$ cat src/rtl/flappy_pkg.sv
// Shared FlappyFPGA game-state encoding; render and physics blocks decode
// the controller's state output with these constants.
package flappy_pkg;

    typedef enum logic [1:0] {
        ST_IDLE  = 2'd0,
        ST_PLAY  = 2'd1,
        ST_DYING = 2'd2,
        ST_OVER  = 2'd3
    } state_e;

endpackage

$ cat src/rtl/flappy_game_ctrl_key_rise.sv
// Rising-edge detector for one keyboard level. The rise is combinational
// from the live key and the registered previous level, so it has no extra latency.
module key_rise (
    input  logic clk25,
    input  logic clr_n,
    input  logic key,
    output logic rise
);

    logic prev_q;
    logic prev_d;

    always_comb begin
        prev_d = key;
        rise   = key & ~prev_q;
    end

    // Reset tracks the live level so a key held through reset is not a press.
    always_ff @(posedge clk25) begin
        if (!clr_n) begin
            prev_q <= key;
        end else begin
            prev_q <= prev_d;
        end
    end

endmodule

$ cat src/rtl/flappy_game_ctrl.sv
// FlappyFPGA game-flow controller: key edges, IDLE/PLAY/DYING/OVER sequencing,
// flap rate limiting, world reset pulse and current/best score keeping.
module flappy_game_ctrl
    import flappy_pkg::*;
#(
    parameter int FLAP_COOLDOWN = 4,
    parameter int DIE_FRAMES    = 60,
    parameter int SCORE_W       = 10,
    parameter int SCORE_MAX     = 999
) (
    input  logic               clk25,
    input  logic               clr_n,
    input  logic               key_start,
    input  logic               key_fly,
    input  logic               key_ret,
    input  logic               frame_tick,
    input  logic               collide,
    input  logic               pipe_pass,
    output logic [1:0]         state,
    output logic               run_en,
    output logic               flap,
    output logic               game_rst,
    output logic [SCORE_W-1:0] score,
    output logic [SCORE_W-1:0] hi_score,
    output logic               new_best
);

    localparam int CD_W  = $clog2(FLAP_COOLDOWN + 1);
    localparam int DIE_W = $clog2(DIE_FRAMES + 1);

    logic start_rise, fly_rise, ret_rise;

    key_rise u_start (.clk25(clk25), .clr_n(clr_n), .key(key_start), .rise(start_rise));
    key_rise u_fly   (.clk25(clk25), .clr_n(clr_n), .key(key_fly),   .rise(fly_rise));
    key_rise u_ret   (.clk25(clk25), .clr_n(clr_n), .key(key_ret),   .rise(ret_rise));

    state_e             state_q, state_d;
    logic               run_en_q, run_en_d;
    logic               flap_q, flap_d;
    logic               game_rst_q, game_rst_d;
    logic [SCORE_W-1:0] score_q, score_d;
    logic [SCORE_W-1:0] hi_score_q, hi_score_d;
    logic               new_best_q, new_best_d;
    logic [CD_W-1:0]    cooldown_q, cooldown_d;
    logic [DIE_W-1:0]   die_cnt_q, die_cnt_d;

    always_comb begin
        state_d    = state_q;
        flap_d     = 1'b0;
        game_rst_d = 1'b0;
        score_d    = score_q;
        hi_score_d = hi_score_q;
        new_best_d = new_best_q;
        cooldown_d = cooldown_q;
        die_cnt_d  = die_cnt_q;

        case (state_q)
            ST_IDLE: begin
                if (start_rise) begin
                    state_d    = ST_PLAY;
                    game_rst_d = 1'b1;
                    score_d    = '0;
                    cooldown_d = '0;
                    new_best_d = 1'b0;
                end
            end
            ST_PLAY: begin
                if (ret_rise) begin
                    state_d = ST_IDLE;
                end else if (collide) begin
                    state_d   = ST_DYING;
                    die_cnt_d = DIE_W'(DIE_FRAMES);
                end else begin
                    if (frame_tick && cooldown_q != '0)
                        cooldown_d = cooldown_q - 1'b1;
                    // A fresh flap reloads the full cooldown, overriding this tick.
                    if (fly_rise && cooldown_q == '0) begin
                        flap_d     = 1'b1;
                        cooldown_d = CD_W'(FLAP_COOLDOWN);
                    end
                    if (pipe_pass && score_q < SCORE_W'(SCORE_MAX))
                        score_d = score_q + 1'b1;
                end
            end
            ST_DYING: begin
                if (ret_rise) begin
                    state_d = ST_IDLE;
                end else if (frame_tick) begin
                    if (die_cnt_q <= DIE_W'(1)) begin
                        state_d = ST_OVER;
                        if (score_q > hi_score_q) begin
                            hi_score_d = score_q;
                            new_best_d = 1'b1;
                        end else begin
                            new_best_d = 1'b0;
                        end
                    end else begin
                        die_cnt_d = die_cnt_q - 1'b1;
                    end
                end
            end
            ST_OVER: begin
                if (ret_rise) begin
                    state_d    = ST_IDLE;
                    new_best_d = 1'b0;
                end else if (start_rise) begin
                    state_d    = ST_PLAY;
                    game_rst_d = 1'b1;
                    score_d    = '0;
                    cooldown_d = '0;
                    new_best_d = 1'b0;
                end
            end
            default: state_d = ST_IDLE;
        endcase

        run_en_d = (state_d == ST_PLAY);
    end

    always_ff @(posedge clk25) begin
        if (!clr_n) begin
            state_q    <= ST_IDLE;
            run_en_q   <= 1'b0;
            flap_q     <= 1'b0;
            game_rst_q <= 1'b0;
            score_q    <= '0;
            hi_score_q <= '0;
            new_best_q <= 1'b0;
            cooldown_q <= '0;
            die_cnt_q  <= '0;
        end else begin
            state_q    <= state_d;
            run_en_q   <= run_en_d;
            flap_q     <= flap_d;
            game_rst_q <= game_rst_d;
            score_q    <= score_d;
            hi_score_q <= hi_score_d;
            new_best_q <= new_best_d;
            cooldown_q <= cooldown_d;
            die_cnt_q  <= die_cnt_d;
        end
    end

    assign state    = state_q;
    assign run_en   = run_en_q;
    assign flap     = flap_q;
    assign game_rst = game_rst_q;
    assign score    = score_q;
    assign hi_score = hi_score_q;
    assign new_best = new_best_q;

endmodule

$ cat config.mk
export PLATFORM = sky130hd
export DESIGN_NAME = flappy_game_ctrl
export DESIGN_NICKNAME = d
export VERILOG_FILES = /design/src/rtl/flappy_pkg.sv /design/src/rtl/flappy_game_ctrl_key_rise.sv /design/src/rtl/flappy_game_ctrl.sv
export SDC_FILE = /design/constraint.sdc
export NUM_CORES = 1
export LEC_CHECK = 0
export CAP_MARGIN = 5
export CORE_MARGIN = 2
export CORE_UTILIZATION = 55
export DETAILED_ROUTE_END_ITERATION = 16
export PLACE_DENSITY = 0.92
export SYNTH_ARGS = -nofsm -noshare
export SYNTH_HDL_FRONTEND = slang
export SYNTH_SLANG_ARGS = --single-unit
$ cat constraint.sdc
create_clock -name clk25 -period 3.8 [get_ports clk25]
set_input_delay 1.14 -clock clk25 [delete_from_list [all_inputs] [get_ports clk25]]
set_output_delay 1.14 -clock clk25 [all_outputs]
set_load 0.01 [all_outputs]
==> results.yml <==
timing:
  skew_ns: 0.004364
  fin_crit_sh: 0.7306
  fmax_mhz: 360.2
  finalSetupViolations: 0
  rsz0062_at_grt: "false"
  finalMaxSlewViolations: 0
  worst_slew_pin_slew_ns: 0.8889
  fin_setup_tns_ns: 0
  fin_crit_ns: 2.776
  max_slew_margin: 0.4009
  final_hold_viol_count: 0
cts:
  clk_pin_slew_worst_paths_ns: 0.07
  cts.sink_count: 38
  cts-root-buf: "clkbuf_8"
  cts_tree: "built"
  cts_resized: 0
  clk_path_buf_depth: 2
  cts_max_level: 2
  clk_latency_ns: 0.30
  cts_made_buffers: 5
  postCtsHoldBufs: 0
  cts_setup_buffers: 0
final_layout:
  final_layout_size_suffix_gt1_frac: 0.08865
  multi_input_area_um2: 1386
  diodes: 0
  fin_nets: 310
  stdcell_count: 332
  fill_cells: 346
  seqCellArea_um2: 760.7
  area_growth_pct: 18.47
grt:
  grt_pass1_wl_um: 7824
  busiest_layer: "met2"
  grtUsageMet3: 0.06494
  grt_pass1_vias: 1763
  track_usage: 0.2240
  grt.overflow.total: 0
  met2_usage: 0.3894
  use_met1: 0.2638
  antenna_found_initial: 0
  grt_max_degree: 21
synthesis:
  ys_types: 53
  synth-seq-area-share: 0.3303
  synthMuxAreaShare: 0.05215
  synth-simple-area-share: 0.1917
  syn_area_um2: 2303
  synth_xor_area_frac: 0.02662
  synth_compound_area_frac: 0.2227
  ys_seq_elements: 38
  synth_top_family_by_area: "compound AO/OA/AOI/OAI gates"
  syn_avg_cell_area_um2: 9.214
  synth_fa_ha_area_frac: 0.1086
  synth_edf_count: 0
  async_flop_share: 0
  ys_warn_count: 0
  synth_flop_cell: "dfxtp_1"
  syn_nets: 278
  syn_inst: 250
setup_path:
  endpoint_kind: "register"
  worstPathRequired_ns: 4.03
  slowest_stage: "a311oi_2"
  path_delay_family: "buffers and inverters"
  crit_chain: "clkdlybuf4s50_1 -> nand2b_1 -> nand4_2 -> a311oi_2 -> buf_4 -> mux2i_1"
  cp.arrival_ns: 3.01
  critPathBufInv: 2
  path_class: "in -> reg"
  r2r_cells: 6
  slowest_delay_ns: 0.52
  worstPathMaxFanout: 7
  cp.depth: 6
  startpoint_type: "primary input"
placement:
  gp_congestion: 0.8148
  port_buffers: 33
  place_inst: 325
  place_hpwl_um: 3548
job:
  drv_cap: 0
pwr:
  p_leak_nw: 0.9968
  power.density_nw_per_um2: 298.0
  peakVddDrop_mv: 0.2227
detailed_routing:
  routedWlPerCell_um: 14.12
  via_per_inst: 5.672
  vias: 1883
  ant_nets: 0
  drc: 0
  wirelength_um: 4689
  first_pass_iters: 4
  drt-initial-drc-count: 94
floorplan:
  core-area_um2: 4029
  dieArea_um2: 4722
  initial_core_util: 0.5717
  die_h_um: 68.72
  num_rows: 23
  boundaryPins: 34
  die_w_um: 68.72
min_path:
  min_delay_path_depth: 2
  min_path_type: "reg -> reg"
status:
  status: "finished, final reports clean"
sequential cells by signal, summed over array words and instances, names as in the netlist:
name            count
hi_score           10
score              10
die_cnt_q           6
cooldown_q          3
state               2
flap                1
game_rst            1
new_best            1
run_en              1
u_fly.prev_q        1
u_ret.prev_q        1
u_start.prev_q      1
area by class of cell:
cell class	count	share of cell area
flip-flops and latches	38	0.2788
inverters	26	0.03576
well taps	50	0.02293
clock buffers	7	0.02797
multi-input cells	176	0.5080
repair buffers	35	0.1265
synth_stat cells, types with 2 or more instances:
cell type | number | area share
a211oi_2 | 3 | 0.016
nand3_1 | 5 | 0.011
nor2_1 | 13 | 0.021
o211a_1 | 3 | 0.013
a211oi_1 | 6 | 0.020
clkbuf_1 | 5 | 0.0081
mux2i_1 | 12 | 0.052
nand4_1 | 6 | 0.016
nor4b_1 | 2 | 0.0076
nor4bb_1 | 2 | 0.0087
ha_1 | 20 | 0.11
dfxtp_1 | 38 | 0.33
nor2b_1 | 4 | 0.011
and3_1 | 3 | 0.0081
nand2_1 | 27 | 0.044
inv_1 | 26 | 0.042
a21boi_1 | 4 | 0.013
o21a_1 | 6 | 0.020
nand2b_1 | 5 | 0.014
xnor2_1 | 7 | 0.027
a21oi_1 | 12 | 0.026
a31o_1 | 3 | 0.011
buf_2 | 2 | 0.0043
buf_6 | 2 | 0.0098
o21ai_0 | 5 | 0.011
or3_2 | 2 | 0.0065
layer usage:
metal / routed length, um / vias up
met5: 0 / -
met4: 63 / 0
met3: 208 / 5
met2: 2306 / 40
met1: 2110 / 888
li1: - / 950
placed cells by master (no fill, tap or decap), types with 3 or more instances in the layout:
cell / instances
a31o_1: 3
and3_1: 3
a21boi_1: 4
a211oi_2: 3
a211oi_1: 6
mux2i_1: 12
ha_1: 20
clkdlybuf4s50_1: 33
nand2b_1: 5
nor2_1: 13
o211a_1: 3
nor2b_1: 4
nand2_1: 27
o21ai_0: 5
a21oi_1: 12
o21a_1: 6
nand4_1: 6
inv_1: 26
clkbuf_8: 5
dfxtp_1: 38
xnor2_1: 7
nand3_1: 5
metrics by stage:
stage	worst slack [ns]	utilization	total power, mW	cell area, um^2	hold slack [ns]
floorplan	1.378	-	0.5237	2303	0.4826
global placement	0.7919	0.6584	0.5523	2653	0.4582
detailed placement	0.7219	0.6584	0.5568	2653	0.4703
CTS	1.023	0.6773	0.8201	2729	0.4799
global route	0.8846	0.6773	0.8506	2729	0.5049
finish	1.024	0.6773	0.8133	2729	0.4760
path summary, 6_finish.rpt:
check	startpoint	end	slack, ns
max	key_ret	hi_score[4]	1.02
min	hi_score[9]	hi_score[9]	0.48
max reg2reg	state[0]	hi_score[4]	1.28
min reg2reg	hi_score[9]	hi_score[9]	0.48
worst register-to-register path, delay by kind of cell, from the launching register on:
family	cells	cell delay [ns]
adder cells (fa/ha/maj)	1	0.72
AND/OR/NAND/NOR	1	0.25
AO/OA/AOI/OAI	1	0.52
multiplexers	1	0.19
flip-flops	1	0.35
buffers and inverters	2	0.42
cell families (layout without fill, tap and decap cells):
group	after synthesis	count (layout)
XOR/XNOR	7	7
adder cells (fa/ha/maj)	20	20
multiplexers	12	12
AO/OA/AOI/OAI	57	57
AND/OR/NAND/NOR	80	80
buffers and inverters	36	68
flip-flops	38	38
report_power, final:
group | switching, mW | internal, mW | leakage (nW)
registers | 0.0117 | 0.410 | 0.308
clock network | 0.139 | 0.126 | 0.0383
logic | 0.0640 | 0.0620 | 0.650
Note: power is estimated with default switching activity, not from simulation.
